==> config.mk <==
export PLATFORM = sky130hd
export DESIGN_NAME = fcmp_arbiter_flat
export DESIGN_NICKNAME = d
export VERILOG_FILES = /design/src/rtl/fcmp_arbiter_pkg.sv /design/src/rtl/fcmp_arbiter_if.sv /design/src/rtl/fcmp_arbiter_tag_fifo.sv /design/src/rtl/fcmp_arbiter.sv /design/src/flat_wrapper.sv
export SDC_FILE = /design/constraint.sdc
export NUM_CORES = 1
export LEC_CHECK = 0
export BUFFER_PORTS_ARGS = -buffer_cell sky130_fd_sc_hd__buf_2
export CAP_MARGIN = 0
export CORE_AREA = 2 2 139 141
export CTS_BUF_LIST = sky130_fd_sc_hd__clkbuf_8
export CTS_CLUSTER_SIZE = 24
export DETAILED_ROUTE_END_ITERATION = 10
export DIE_AREA = 0 0 141 143
export PLACE_DENSITY = 0.65
export SETUP_SLACK_MARGIN = 0.2
export SLEW_MARGIN = 15
export SYNTH_ARGS = -nofsm -noshare
export SYNTH_HDL_FRONTEND = slang
export SYNTH_SLANG_ARGS = --single-unit
==> constraint.sdc <==
create_clock -name aclk -period 5.5 [get_ports aclk]
set_input_delay 0.55 -clock aclk [delete_from_list [all_inputs] [get_ports aclk]]
set_output_delay 0.55 -clock aclk [all_outputs]
set_load 0.01 [all_outputs]
==> src/rtl/fcmp_arbiter_pkg.sv <==
// Shared types and constants for the floating-point compare arbiter.
package fcmp_arb_pkg;

    typedef enum logic {
        ARB  = 1'b0,
        HOLD = 1'b1
    } arb_state_e;

    localparam int CNT_W = 16;

    function automatic int tag_width(input int n);
        return (n > 1) ? $clog2(n) : 1;
    endfunction

endpackage

==> src/rtl/fcmp_arbiter_if.sv <==
// Operand and result channels between the arbiter and the shared compare unit.
interface fcmp_arbiter_if #(
    parameter int SIZE = 32
);
    logic [SIZE-1:0] m_axis_a_tdata;
    logic            m_axis_a_tvalid;
    logic            m_axis_a_tready;
    logic [SIZE-1:0] m_axis_b_tdata;
    logic            m_axis_b_tvalid;
    logic            m_axis_b_tready;
    logic [7:0]      s_axis_result_tdata;
    logic            s_axis_result_tvalid;
    logic            s_axis_result_tready;

    modport master (
        output m_axis_a_tdata, m_axis_a_tvalid, input m_axis_a_tready,
        output m_axis_b_tdata, m_axis_b_tvalid, input m_axis_b_tready,
        input  s_axis_result_tdata, s_axis_result_tvalid, output s_axis_result_tready
    );

    modport slave (
        input  m_axis_a_tdata, m_axis_a_tvalid, output m_axis_a_tready,
        input  m_axis_b_tdata, m_axis_b_tvalid, output m_axis_b_tready,
        output s_axis_result_tdata, s_axis_result_tvalid, input s_axis_result_tready
    );
endinterface

==> src/rtl/fcmp_arbiter_tag_fifo.sv <==
// In-order FIFO of requester indices for compares in flight; push and pop may
// coincide when full.
module fcmp_tag_fifo #(
    parameter int DEPTH = 4,
    parameter int W     = 2
) (
    input  logic         aclk,
    input  logic         aresetn,
    input  logic         push,
    input  logic [W-1:0] push_data,
    input  logic         pop,
    output logic [W-1:0] head,
    output logic         empty,
    output logic         full
);
    localparam int PW = $clog2(DEPTH);

    logic [W-1:0]  mem_q [DEPTH];
    logic [PW-1:0] wr_q, wr_d, rd_q, rd_d;
    logic [PW:0]   cnt_q, cnt_d;
    logic          do_push, do_pop;

    assign empty = (cnt_q == '0);
    assign full  = (cnt_q == (PW+1)'(DEPTH));
    assign head  = mem_q[rd_q];

    always_comb begin
        do_pop  = pop && !empty;
        do_push = push && (!full || do_pop);
        wr_d    = wr_q;
        rd_d    = rd_q;
        cnt_d   = cnt_q;
        if (do_push) wr_d = wr_q + PW'(1);
        if (do_pop)  rd_d = rd_q + PW'(1);
        if (do_push && !do_pop)      cnt_d = cnt_q + (PW+1)'(1);
        else if (do_pop && !do_push) cnt_d = cnt_q - (PW+1)'(1);
    end

    always_ff @(posedge aclk) begin
        if (!aresetn) begin
            wr_q  <= '0;
            rd_q  <= '0;
            cnt_q <= '0;
        end else begin
            wr_q  <= wr_d;
            rd_q  <= rd_d;
            cnt_q <= cnt_d;
        end
    end

    always_ff @(posedge aclk) begin
        if (do_push) mem_q[wr_q] <= push_data;
    end
endmodule

==> src/rtl/fcmp_arbiter.sv <==
// Round-robin arbiter sharing one compare unit among NUM_REQ requesters, with
// in-order result routing. Optional per-requester issue counters: FCMP_ARB_STATS_EN.
module fcmp_arbiter
    import fcmp_arb_pkg::*;
#(
    parameter int SIZE    = 32,
    parameter int NUM_REQ = 4,
    parameter int MAX_OUT = 4
) (
    input  logic                    aclk,
    input  logic                    aresetn,
    input  logic [NUM_REQ-1:0]      req_valid,
    output logic [NUM_REQ-1:0]      req_ready,
    input  logic [NUM_REQ*SIZE-1:0] req_a,
    input  logic [NUM_REQ*SIZE-1:0] req_b,
    output logic [NUM_REQ-1:0]      resp_valid,
    input  logic [NUM_REQ-1:0]      resp_ready,
    output logic [NUM_REQ-1:0]      resp_lt,
    fcmp_arbiter_if.master          cu
`ifdef FCMP_ARB_STATS_EN
    , output logic [NUM_REQ*CNT_W-1:0] grant_count
`endif
);
    localparam int TW = tag_width(NUM_REQ);

    arb_state_e      state_q, state_d;
    logic [TW-1:0]   grant_q, grant_d, last_q, last_d;
    logic [SIZE-1:0] a_q, a_d, b_q, b_d;
    logic [TW-1:0]   rr_pick, sel, tag_head;
    logic            rr_found, offer, accept;
    logic [SIZE-1:0] off_a, off_b;
    logic            tag_empty, tag_full, res_hs;
    logic [6:0]      unused_tdata;

    assign unused_tdata = cu.s_axis_result_tdata[7:1];

    // First valid requester strictly after the last granted one, wrapping.
    always_comb begin
        rr_found = 1'b0;
        rr_pick  = last_q;
        for (int i = 1; i <= NUM_REQ; i++) begin
            if (!rr_found && req_valid[(int'(last_q) + i) % NUM_REQ]) begin
                rr_found = 1'b1;
                rr_pick  = TW'((int'(last_q) + i) % NUM_REQ);
            end
        end
    end

    always_comb begin
        state_d = state_q;
        grant_d = grant_q;
        a_d     = a_q;
        b_d     = b_q;
        last_d  = last_q;
        offer   = 1'b0;
        sel     = grant_q;
        off_a   = a_q;
        off_b   = b_q;
        case (state_q)
            ARB: begin
                offer = rr_found && !tag_full;
                sel   = rr_pick;
                off_a = req_a[rr_pick*SIZE +: SIZE];
                off_b = req_b[rr_pick*SIZE +: SIZE];
            end
            HOLD: offer = 1'b1;
            default: ;
        endcase
        accept = aresetn && offer && cu.m_axis_a_tready && cu.m_axis_b_tready;
        if (accept) begin
            last_d  = sel;
            state_d = ARB;
        end else if (offer) begin
            state_d = HOLD;
            grant_d = sel;
            a_d     = off_a;
            b_d     = off_b;
        end
    end

    always_ff @(posedge aclk) begin
        if (!aresetn) begin
            state_q <= ARB;
            grant_q <= '0;
            last_q  <= TW'(NUM_REQ - 1);
            a_q     <= '0;
            b_q     <= '0;
        end else begin
            state_q <= state_d;
            grant_q <= grant_d;
            last_q  <= last_d;
            a_q     <= a_d;
            b_q     <= b_d;
        end
    end

    // tvalid depends only on state, requests and FIFO occupancy, never on tready.
    assign cu.m_axis_a_tvalid = offer && aresetn;
    assign cu.m_axis_b_tvalid = offer && aresetn;
    assign cu.m_axis_a_tdata  = off_a;
    assign cu.m_axis_b_tdata  = off_b;
    assign req_ready          = accept ? (NUM_REQ'(1) << sel) : '0;

    fcmp_tag_fifo #(
        .DEPTH (MAX_OUT),
        .W     (TW)
    ) u_tag_fifo (
        .aclk      (aclk),
        .aresetn   (aresetn),
        .push      (accept),
        .push_data (sel),
        .pop       (res_hs),
        .head      (tag_head),
        .empty     (tag_empty),
        .full      (tag_full)
    );

    // Results with no outstanding tag are accepted and dropped.
    assign cu.s_axis_result_tready = tag_empty ? 1'b1 : resp_ready[tag_head];
    assign res_hs     = cu.s_axis_result_tvalid && cu.s_axis_result_tready;
    assign resp_valid = (!tag_empty && aresetn && cu.s_axis_result_tvalid)
                        ? (NUM_REQ'(1) << tag_head) : '0;
    assign resp_lt    = !tag_empty ? (NUM_REQ'(cu.s_axis_result_tdata[0]) << tag_head) : '0;

`ifdef FCMP_ARB_STATS_EN
    for (genvar gi = 0; gi < NUM_REQ; gi++) begin : g_stats
        logic [CNT_W-1:0] cnt_q, cnt_d;
        always_comb begin
            cnt_d = cnt_q;
            if (accept && sel == TW'(gi) && cnt_q != {CNT_W{1'b1}})
                cnt_d = cnt_q + CNT_W'(1);
        end
        always_ff @(posedge aclk) begin
            if (!aresetn) cnt_q <= '0;
            else          cnt_q <= cnt_d;
        end
        assign grant_count[gi*CNT_W +: CNT_W] = cnt_q;
    end
`endif
endmodule

==> src/flat_wrapper.sv <==
// flat-port wrapper written by rule: the top's interface ports become plain ports
module fcmp_arbiter_flat import fcmp_arb_pkg::*;
#(
    parameter int SIZE    = 32,
    parameter int NUM_REQ = 4,
    parameter int MAX_OUT = 4
)
  (aclk, aresetn, req_valid, req_ready, req_a, req_b, resp_valid, resp_ready, resp_lt, cu_m_axis_a_tdata, cu_m_axis_a_tvalid, cu_m_axis_a_tready, cu_m_axis_b_tdata, cu_m_axis_b_tvalid, cu_m_axis_b_tready, cu_s_axis_result_tdata, cu_s_axis_result_tvalid, cu_s_axis_result_tready);
  fcmp_arbiter_if #(.SIZE(SIZE)) cu_i ();
  input  logic aclk;
  input  logic aresetn;
  input  logic [NUM_REQ-1:0] req_valid;
  output logic [NUM_REQ-1:0] req_ready;
  input  logic [NUM_REQ*SIZE-1:0] req_a;
  input  logic [NUM_REQ*SIZE-1:0] req_b;
  output logic [NUM_REQ-1:0] resp_valid;
  input  logic [NUM_REQ-1:0] resp_ready;
  output logic [NUM_REQ-1:0] resp_lt;
  output wire logic [$bits(cu_i.m_axis_a_tdata)-1:0] cu_m_axis_a_tdata;
  output wire logic [$bits(cu_i.m_axis_a_tvalid)-1:0] cu_m_axis_a_tvalid;
  input wire logic [$bits(cu_i.m_axis_a_tready)-1:0] cu_m_axis_a_tready;
  output wire logic [$bits(cu_i.m_axis_b_tdata)-1:0] cu_m_axis_b_tdata;
  output wire logic [$bits(cu_i.m_axis_b_tvalid)-1:0] cu_m_axis_b_tvalid;
  input wire logic [$bits(cu_i.m_axis_b_tready)-1:0] cu_m_axis_b_tready;
  input wire logic [$bits(cu_i.s_axis_result_tdata)-1:0] cu_s_axis_result_tdata;
  input wire logic [$bits(cu_i.s_axis_result_tvalid)-1:0] cu_s_axis_result_tvalid;
  output wire logic [$bits(cu_i.s_axis_result_tready)-1:0] cu_s_axis_result_tready;
  assign cu_m_axis_a_tdata = cu_i.m_axis_a_tdata;
  assign cu_m_axis_a_tvalid = cu_i.m_axis_a_tvalid;
  assign cu_i.m_axis_a_tready = cu_m_axis_a_tready;
  assign cu_m_axis_b_tdata = cu_i.m_axis_b_tdata;
  assign cu_m_axis_b_tvalid = cu_i.m_axis_b_tvalid;
  assign cu_i.m_axis_b_tready = cu_m_axis_b_tready;
  assign cu_i.s_axis_result_tdata = cu_s_axis_result_tdata;
  assign cu_i.s_axis_result_tvalid = cu_s_axis_result_tvalid;
  assign cu_s_axis_result_tready = cu_i.s_axis_result_tready;
  fcmp_arbiter #(.SIZE(SIZE), .NUM_REQ(NUM_REQ), .MAX_OUT(MAX_OUT)) u_core (.aclk(aclk), .aresetn(aresetn), .req_valid(req_valid), .req_ready(req_ready), .req_a(req_a), .req_b(req_b), .resp_valid(resp_valid), .resp_ready(resp_ready), .resp_lt(resp_lt), .cu(cu_i));
endmodule
Word level (Yosys, flattened, before mapping)
Memory sizes are Yosys's and may differ from the RTL's. A register that Yosys moved wholly into a read port is not among the register bits.
Cells that the tools add are included.

word-level totals
  memory bits (writable) = 8
  logic and storage cells = 101
  memories = 1
  input port bits = 277
  output and inout bits = 79
  flip-flop bits (word level) = 76

cells by class
  equality and inequality tests = 1
  $add $sub $neg = 8
  muxes and demuxes = 36
  shifts and indexed selects = 5
  reductions and logical operators = 30
  $lt $le $gt $ge = 5
  bitwise gates (word level) = 7

memories
  name                     depth  width  read ports  clocked after Yosys merged registers in  write ports  RTL line                     source
  u_core.u_tag_fifo.mem_q  4      2      1           1                                        1            fcmp_arbiter_tag_fifo.sv:18  logic [W-1:0] mem_q [DEPTH];

operator list
  cell                 number
  $shiftx 128x8->32    2
  $mux 32              2
  $lt 3x4->1 const B   4
  $mux 1               16
  $logic_and 1x1->1    14
  $mux 2               7
  $mux 4               3
  $bmux 1 s2           5
  $reduce_or 2->1      5
  $add 2x1->2 const B  4
  $shl 1x2->4 const A  2
  $logic_not 1->1      7
  $mux 3               2
  $add 2x2->2 const B  2
  $and 1x1->1 const A  4
  $shl 1x2->4          1
  $add 3x1->3 const B  1
  $eq 3x3->1 const B   1
  $logic_not 3->1      1
  $lt 2x3->1 const B   1
  $not 1->1            3
  $sub 3x1->3 const B  1
  $pmux 1 s2           1
  $reduce_and 2->1     1
  2 further kinds      2

Logic depth before layout (Yosys ltp)
Gate-level depths: netlist of run 1.

  depth in word-level cells = 26
  mapped depth = 12
  mapped depth without buffers = 11

By module
Synthesis of run 1 repeated with hierarchy kept, for this count alone.

unflattened totals
  cells, all modules = 783
  area total of the unflattened synthesis = 6819.0 um^2

modules (own cells, without submodules)
  module         seq. area each (um^2)  instances  area an instance (um^2)  cells an instance
  fcmp_arbiter   1381.3                 1          6039.5                   725
  fcmp_tag_fifo  420.4                  1          779.5                    58

Worst setup path after synthesis of run 1
OpenSTA, ideal clock, no wires.

  path type = register to register
  from = register with a tool-made name
  to = register u_core.u_tag_fifo.cnt_q[2]
  required time = 5429 ps
  cell stages (with the launch flop) = 12
  path buffers = 0
  setup slack = 2345 ps
  library setup time = 71 ps
  clock period less this slack = 3155 ps
  data arrival time = 3084 ps
  cell sequence = dfxtp_1 mux4_2 mux2_4 a2111oi_4 inv_1 nand2_1 ha_1 inv_1 fa_1 xor2_1 or3_1 a21oi_1

RTL lines
  element               RTL line                     source
  to (signal assigned)  fcmp_arbiter_tag_fifo.sv:47  cnt_q <= cnt_d;
  to (decl)             fcmp_arbiter_tag_fifo.sv:20  logic [PW:0] cnt_q, cnt_d;

Final worst setup path of run 1
  from = register u_core.last_q[1]
  to = output port cu_m_axis_b_tdata[1]

between the ends
  cells in the longest elaborated chain, start to end = 16
  elaborated cells on any way between the ends = 31
  classes of those cells = 4 x add/sub; 1 x shift; 20 x mux; 6 x reduce/logical

RTL lines
  element                                    RTL line                                source
  from (decl)                                fcmp_arbiter.sv:27                      logic [TW-1:0] grant_q, grant_d, last_q, last_d;
  from (signal assigned)                     fcmp_arbiter.sv:85                      last_q <= TW'(NUM_REQ - 1);
  from (signal assigned)                     fcmp_arbiter.sv:91                      last_q <= last_d;
  $add 2x1->2                                fcmp_arbiter.sv:42, fcmp_arbiter.sv:44
  $bmux 1 s2                                 fcmp_arbiter.sv:42                      if (!rr_found && req_valid[(int'(last_q) + i) % NUM_REQ]) begin
  $mux 1 (not written as such) (2 in a row)  fcmp_arbiter.sv:42
  $mux 1                                     fcmp_arbiter.sv:42
  $logic_not 1->1                            fcmp_arbiter.sv:42
  $logic_and 1x1->1                          fcmp_arbiter.sv:42
  $mux 1                                     fcmp_arbiter.sv:42
  $logic_not 1->1                            fcmp_arbiter.sv:42
  $logic_and 1x1->1                          fcmp_arbiter.sv:42
  $mux 1                                     fcmp_arbiter.sv:42
  $logic_not 1->1                            fcmp_arbiter.sv:42
  $logic_and 1x1->1                          fcmp_arbiter.sv:42
  $mux 2 *                                   fcmp_arbiter.sv:42
  $shiftx 128x8->32 *                        fcmp_arbiter.sv:64                      off_b = req_b[rr_pick*SIZE +: SIZE];
  $mux 32 *                                  fcmp_arbiter.sv:59                      case (state_q)
  to (decl)                                  flat_wrapper.sv:22                      output wire logic [$bits(cu_i.m_axis_b_tdata)-1:0] cu_m_axis_b_tdata;

Every way passes the cells marked *; elsewhere a longest branch is shown, timed or not. The select of a mux whose other input is x is not followed.

==> results of run 1 <==
logic make-up (layout without fill, tap and decap cells):
| logic type | Yosys count | in the layout | share of synthesized area [%] |
|---|---|---|---|
| AO/OA/AOI/OAI | 281 | 281 | 32.33 |
| XOR/XNOR | 2 | 2 | 0.2685 |
| adder cells (fa/ha/maj) | 6 | 6 | 1.266 |
| buffers and inverters | 111 | 385 | 6.635 |
| flip-flops | 86 | 86 | 27.61 |
| multiplexers | 12 | 12 | 2.397 |
| other | 0 | 1 | 0 |
| AND/OR/NAND/NOR | 319 | 319 | 29.49 |
Yosys cell counts, types with 3 or more instances:
library cell	count
edfxtp_1	8
or3_1	4
nor2_1	18
and2_1	5
nor3_1	4
o21ai_0	3
buf_2	10
nand2b_1	5
a211oi_1	129
ha_1	5
nand2_1	142
nor4b_1	128
o31ai_1	129
mux2i_1	7
dfxtp_1	78
buf_1	4
clkbuf_1	86
inv_1	10
a21oi_1	10
worst max-delay path, cell delays in order (launching register included):
cell	delay, ns
dfxtp_1	0.52
nand2_1	0.17
and3b_1	0.25
a211o_2	0.64
buf_4	0.39
a211oi_1	0.48
o31ai_1	0.11
buf_2	0.19
final timing paths:
| kind | startpoint | endpoint | slack [ns] | depth (start not counted) |
|---|---|---|---|---|
| worst min register to register | u_core.b_q[8]$_SDFFE_PN0P_ | u_core.b_q[8]$_SDFFE_PN0P_ | 0.46 | 2 |
| worst max-delay path | u_core.last_q[1]$_SDFFE_PN1P_ | cu_m_axis_b_tdata[1] | 1.82 | 7 |
| worst max register to register | flop | u_core.u_tag_fifo.cnt_q[2]$_SDFFE_PN0P_ | 2.16 | 11 |
| worst min-delay path | aresetn | u_core.last_q[0]$_SDFFE_PN1P_ | 0.42 | 2 |
layer usage:
layer / share of wire (%) / global-route usage [%] / vias up
li1: - / - / 3771
met1: 44 / 31.00 / 3646
met2: 47 / 37.84 / 309
met3: 6.3 / 5.567 / 33
met4: 2.0 / 6.368 / 0
met5: 0 / 0 / -
power groups by stage:
stage	combinational, mW	clock [mW]	sequential [mW]
after detailed placement	1.24	0	0.876
after global routing	1.36	0.526	0.883
after global placement	1.23	0	0.871
after floorplan	0.822	0	0.838
final	1.23	0.479	0.863
after CTS	1.24	0.498	0.863
registers in the layout, summed over array words and instances, names as in the netlist, named ones only:
name	flops
u_core.u_tag_fifo.rd_q	2
u_core.last_q	2
u_core.b_q	32
u_core.u_tag_fifo.wr_q	2
u_core.u_tag_fifo.mem_q	8
u_core.u_tag_fifo.cnt_q	3
u_core.state_q	1
u_core.a_q	32
u_core.grant_q	2
stage by stage:
stage / hold slack (ns) / setup slack, ns / utilization (%) / cells
2_1_floorplan: 0.4249 / 2.345 / - / 817
3_3_place_gp: 0.4338 / 1.986 / 44.99 / 1309
3_5_place_dp: 0.4391 / 1.988 / 44.99 / 1309
4_1_cts: 0.3983 / 1.759 / 46.09 / 1325
5_1_grt: 0.4086 / 1.580 / 46.10 / 1326
6_report: 0.4245 / 1.819 / 46.10 / 1326
cell type report:
type | instances | share of cell area (%)
antenna | 1 | 0.02921
sequential | 86 | 21.08
inverter | 10 | 0.4382
clock inverter | 7 | 0.9349
tap | 234 | 3.418
multi-input combinational | 620 | 50.77
timing repair buffer | 359 | 21.88
clock buffer | 9 | 1.446
==> flow_summary.toml, run 1 <==
[synth]
synth.avg_cell_area_um2 = 7.987
synth.area.top_cells = "dfxtp_1 (24%), nor4b_1 (17%), a211oi_1 (15%), o31ai_1 (15%), nand2_1 (8.2%)"
yosys_warnings = 0
synth-edff-count = 8
synth-async-reset-ratio_pct = 0
synth_cell_types = 46
yosysSeqAreaShare_pct = 27.61
synth_nets = 1100
synth_area_um2 = 6525
synthCells = 817
synth_seq_cells = 86
synth_ff_type = "dfxtp_1"
synth_top_area_cell = "dfxtp_1"
synthDominantCellAreaShare_pct = 23.93

[power_and_ir_drop]
sw_frac_of_total_pct = 42.46
switchingPower_mw = 1.094
vdd_ir_drop_max_v = 0.0001194
clkPwrFrac_pct = 18.6
combPwrFrac_pct = 47.9
pwr-share-seq_pct = 33.5
finalPower_mw = 2.576
p_per_area_nw_per_um2 = 300.7
leakagePower_nw = 3.300
power.internal_mw = 1.482

[layout]
fin_nets = 1369
final_area_um2 = 8566
multi_input_area_um2 = 4349
syn_to_final_growth_pct = 31.28
final-seq-area_um2 = 1805
final_cell_mix = "buf_2 (348), nand2_1 (142), a211oi_1 (129), o31ai_1 (129), nor4b_1 (128)"
nFillCells = 1878
layout-drive-gt1-share_pct = 36.11
final_common_cell = "buf_2"

[drt]
vias = 7759
drc = 0
wl_per_cell_um = 18.84
drtAntennaViolNets = 0
finalWirelength_um = 24980
vias_per_cell = 5.851
first_pass_iters = 5
drt_iter0_drc = 588

[status]
status = "finished clean"

[placement]
io_buffers = 348
hpwlAfterDp_um = 17060
place.gp.congestion = 0.7990
post_dp_cell_area_um2 = 8359

[clock_network]
cts_sinks = 86
clk_latency_ns = 0.38
cts_buffers = 9
cts-root-buf = "clkbuf_8"
cts_tree = "yes"
cts_max_path_buffers = 2
clk_pin_slew_ns = 0.10
hold_buffers = 0
htree_levels = 3
cts.repair.resized = 0
cts_setup_buffers = 0

[setup_path]
cp-end-kind = "output pin"
worstPathRequired_ns = 4.95
cp-start-kind = "flop"
critical_path_arrival_ns = 3.13
worstSetupPathType = "flop to output pin"
worstPathMaxFanout = 44

[sta]
max_slew.worst_pin.slew_ns = 0.9576
fin_worst_skew_ns = 0.01219
min_period_ns = 3.681
slew_headroom_pct = 36.16
rsz0062_at_grt = "no"
fin_crit_sh_pct = 66.93
fmax_ghz = 0.2716
slew_viol_final = 0
finalSetupViolations = 0
hold_violations = 0
fin_setup_tns_ns = 0

[die]
die_h_um = 143
io_pins = 356
die_w_um = 141
core-area_um2 = 18580
die-area_um2 = 20160
start_util_pct = 35.12
rows = 50

[grt]
antenna_found_initial = 1
grt_max_degree = 130
track_usage_pct = 23.27
grt-ovfl-total = 0
grt_pass1_vias = 6779
grt_pass1_wl_um = 37390

[flow_run]
maxCapViolCount = 0

[worst_hold_path]
hold_path.class = "input port to flop"
Note: power is estimated with default switching activity, not from simulation.
==> inputs of run 2 (changes only) <==
==> constraint.sdc (replaced) <==
create_clock -name aclk -period 3.5 [get_ports aclk]
set_input_delay 0.35 -clock aclk [delete_from_list [all_inputs] [get_ports aclk]]
set_output_delay 0.35 -clock aclk [all_outputs]
set_load 0.01 [all_outputs]
==> run 2 against run 1 <==
Routed wire length grew 0.58%. Largest cell class unchanged. Count of clock-buffer cells in the layout did not move. Combinational power grew 64%. Critical endpoint is now u_core.u_tag_fifo.cnt_q[2]$_SDFFE_PN0P_. Register-to-register slack worse by 1.9 ns. Clock power up 54%. Critical path type is now flop to flop. Clock skew up 0.0020 ns. Sequential share of layout area shrank 0.27 points. First-iteration DRC count is 3.1% higher. Largest power group unchanged. Utilization rose by 0.66 points. Worst setup slack got worse by 1.6 ns. Final cell count increased by 0.75%.
==> flow_summary.toml, run 2 (same netlist as run 1, synthesis figures left out) <==
[status]
status = "finished clean"

[layout]
fin_cells = 1336
fin_nets = 1378
layout-drive-gt1-share_pct = 37.09
final_common_cell = "buf_2"
nFillCells = 1870
final-seq-area_um2 = 1808
final_cell_mix = "buf_2 (348), nand2_1 (142), o31ai_1 (129)"
syn_to_final_growth_pct = 33.15
final_area_um2 = 8688
multi_input_area_um2 = 4364
largestRegisters = "u_core.a_q (32), u_core.b_q (32), u_core.u_tag_fifo.mem_q (8)"

[power_and_ir_drop]
p_per_area_nw_per_um2 = 470.7
leakagePower_nw = 3.364
vdd_ir_drop_max_v = 0.0002030
finalPower_mw = 4.090

[sta]
slew_headroom_pct = 49.72
rsz0062_at_grt = "yes"
fin_setup_tns_ns = 0
fin_worst_skew_ns = 0.01423
slew_viol_final = 0
fin_crit_sh_pct = 92.43
hold_violations = 0
max_slew.worst_pin.slew_ns = 0.7542
min_period_ns = 3.235
fmax_ghz = 0.3091
finalSetupViolations = 0
worst_slack_ns = 0.2648

[setup_path]
cp-start-kind = "flop"
cp-end-kind = "flop"
cpMostUsedCell = "inv_1"
path_cells = "mux4_2 -> mux2_4 -> a2111oi_4 -> inv_1 -> nand2_1 -> ha_1 -> inv_1 -> fa_1 -> xor2_1 -> or3_1 -> a21oi_1"
crit_buf_inv = 2
cp_slowest_cell = "mux4_2"
worstPathMaxFanout = 6
critical_path_arrival_ns = 3.53
worstSetupPathType = "flop to flop"
path_delay_family = "multiplexers"
worstPathRequired_ns = 3.80
cp_slowest_stage_delay_ns = 0.58

[drt]
drt_iter0_drc = 606
drtAntennaViolNets = 0
first_pass_iters = 5
vias = 7792
drc = 0
finalWirelength_um = 25130
vias_per_cell = 5.832
wl_per_cell_um = 18.81

[placement]
post_dp_cell_area_um2 = 8464
hpwlAfterDp_um = 17740
preCtsSetupSlack_ns = 0.1955
place.gp.congestion = 0.8270
dp.cells = 1318
io_buffers = 348

[die]
die_h_um = 143
core-area_um2 = 18580
rows = 50
io_pins = 356
die-area_um2 = 20160
die_w_um = 141
start_util_pct = 35.12

[grt]
grt_pass1_vias = 7009
grt_max_degree = 130
track_usage_pct = 23.75
grt-ovfl-total = 0
antenna_found_initial = 1
grt_pass1_wl_um = 38340

[clock_network]
cts_buffers = 9
clk_latency_ns = 0.37
htree_levels = 3
clk_pin_slew_ns = 0.09
cts_sinks = 86
cts-root-buf = "clkbuf_8"
cts_tree = "yes"
cts_max_path_buffers = 2

[flow_run]
maxCapViolCount = 0

[worst_hold_path]
hold_path.class = "input port to flop"
hold_start = "aresetn"
## run 2: cell types whose count changed in the layout (fill, tap and decap cells not counted), sizes merged
cell      before  now
buf          359  368
diode          1    2
inv           12   13
clkinvlp       2    1
## run 2: layout make-up
class,count,area share [%]
multi-input cells,620,50.23
repair buffers,368,22.78
diodes,2,0.05760
inverters,10,0.4320
well taps,234,3.370
flip-flops and latches,86,20.81
clock buffers,9,1.426
clock inverters,7,0.8929
## run 2: stage by stage
step	hold slack (ns)	util, %
CTS	0.2127	46.65
floorplan	0.4218	-
global route	0.2275	46.75
detailed placement	0.4397	45.56
finish	0.2465	46.76
global placement	0.4336	45.56
## run 2: report_power, final
part	internal, mW	switching (mW)	leakage [nW]
Combinational	0.817	1.20	2.55
Sequential	1.21	0.124	0.716
Clock	0.338	0.400	0.101
## run 2: metal layers
layer | vias up | track usage, % | part of all wire (%) | wire (um)
li1 | 3784 | - | - | -
met1 | 3661 | 31.06 | 42 | 10580
met2 | 318 | 40.08 | 50 | 12500
met3 | 29 | 4.930 | 6.4 | 1600
met4 | 0 | 6.211 | 1.8 | 444
met5 | - | 0 | 0 | 0
## run 2: repair_timing
action | 4_1_cts | 5_1_grt
endpoints found under the hold margin | 0 | 0
buffers inserted | 0 | 0
hold buffers | 0 | 0
pin swaps | 0 | 1
gates resized for setup | 1 | 4
endpoints found under the setup margin | 1 | 15
## run 2: path summary, 6_finish.rpt
check                                                                to  slack, ns  depth (start not counted)
worst max register to register  u_core.u_tag_fifo.cnt_q[2]$_SDFFE_PN0P_       0.26                         11
worst min-delay path                      u_core.last_q[0]$_SDFFE_PN1P_       0.25                          2
worst min register to register              u_core.a_q[29]$_SDFFE_PN0P_       0.46                          2
worst max-delay path            u_core.u_tag_fifo.cnt_q[2]$_SDFFE_PN0P_       0.26                         11
## run 2: worst register-to-register path, stage by stage (launching register included)
cell	delay (ns)
dfxtp_2	0.39
mux4_2	0.58
mux2_4	0.35
a2111oi_4	0.38
inv_1	0.15
nand2_1	0.09
ha_1	0.18
inv_1	0.06
fa_1	0.37
xor2_1	0.16
or3_1	0.31
a21oi_1	0.15
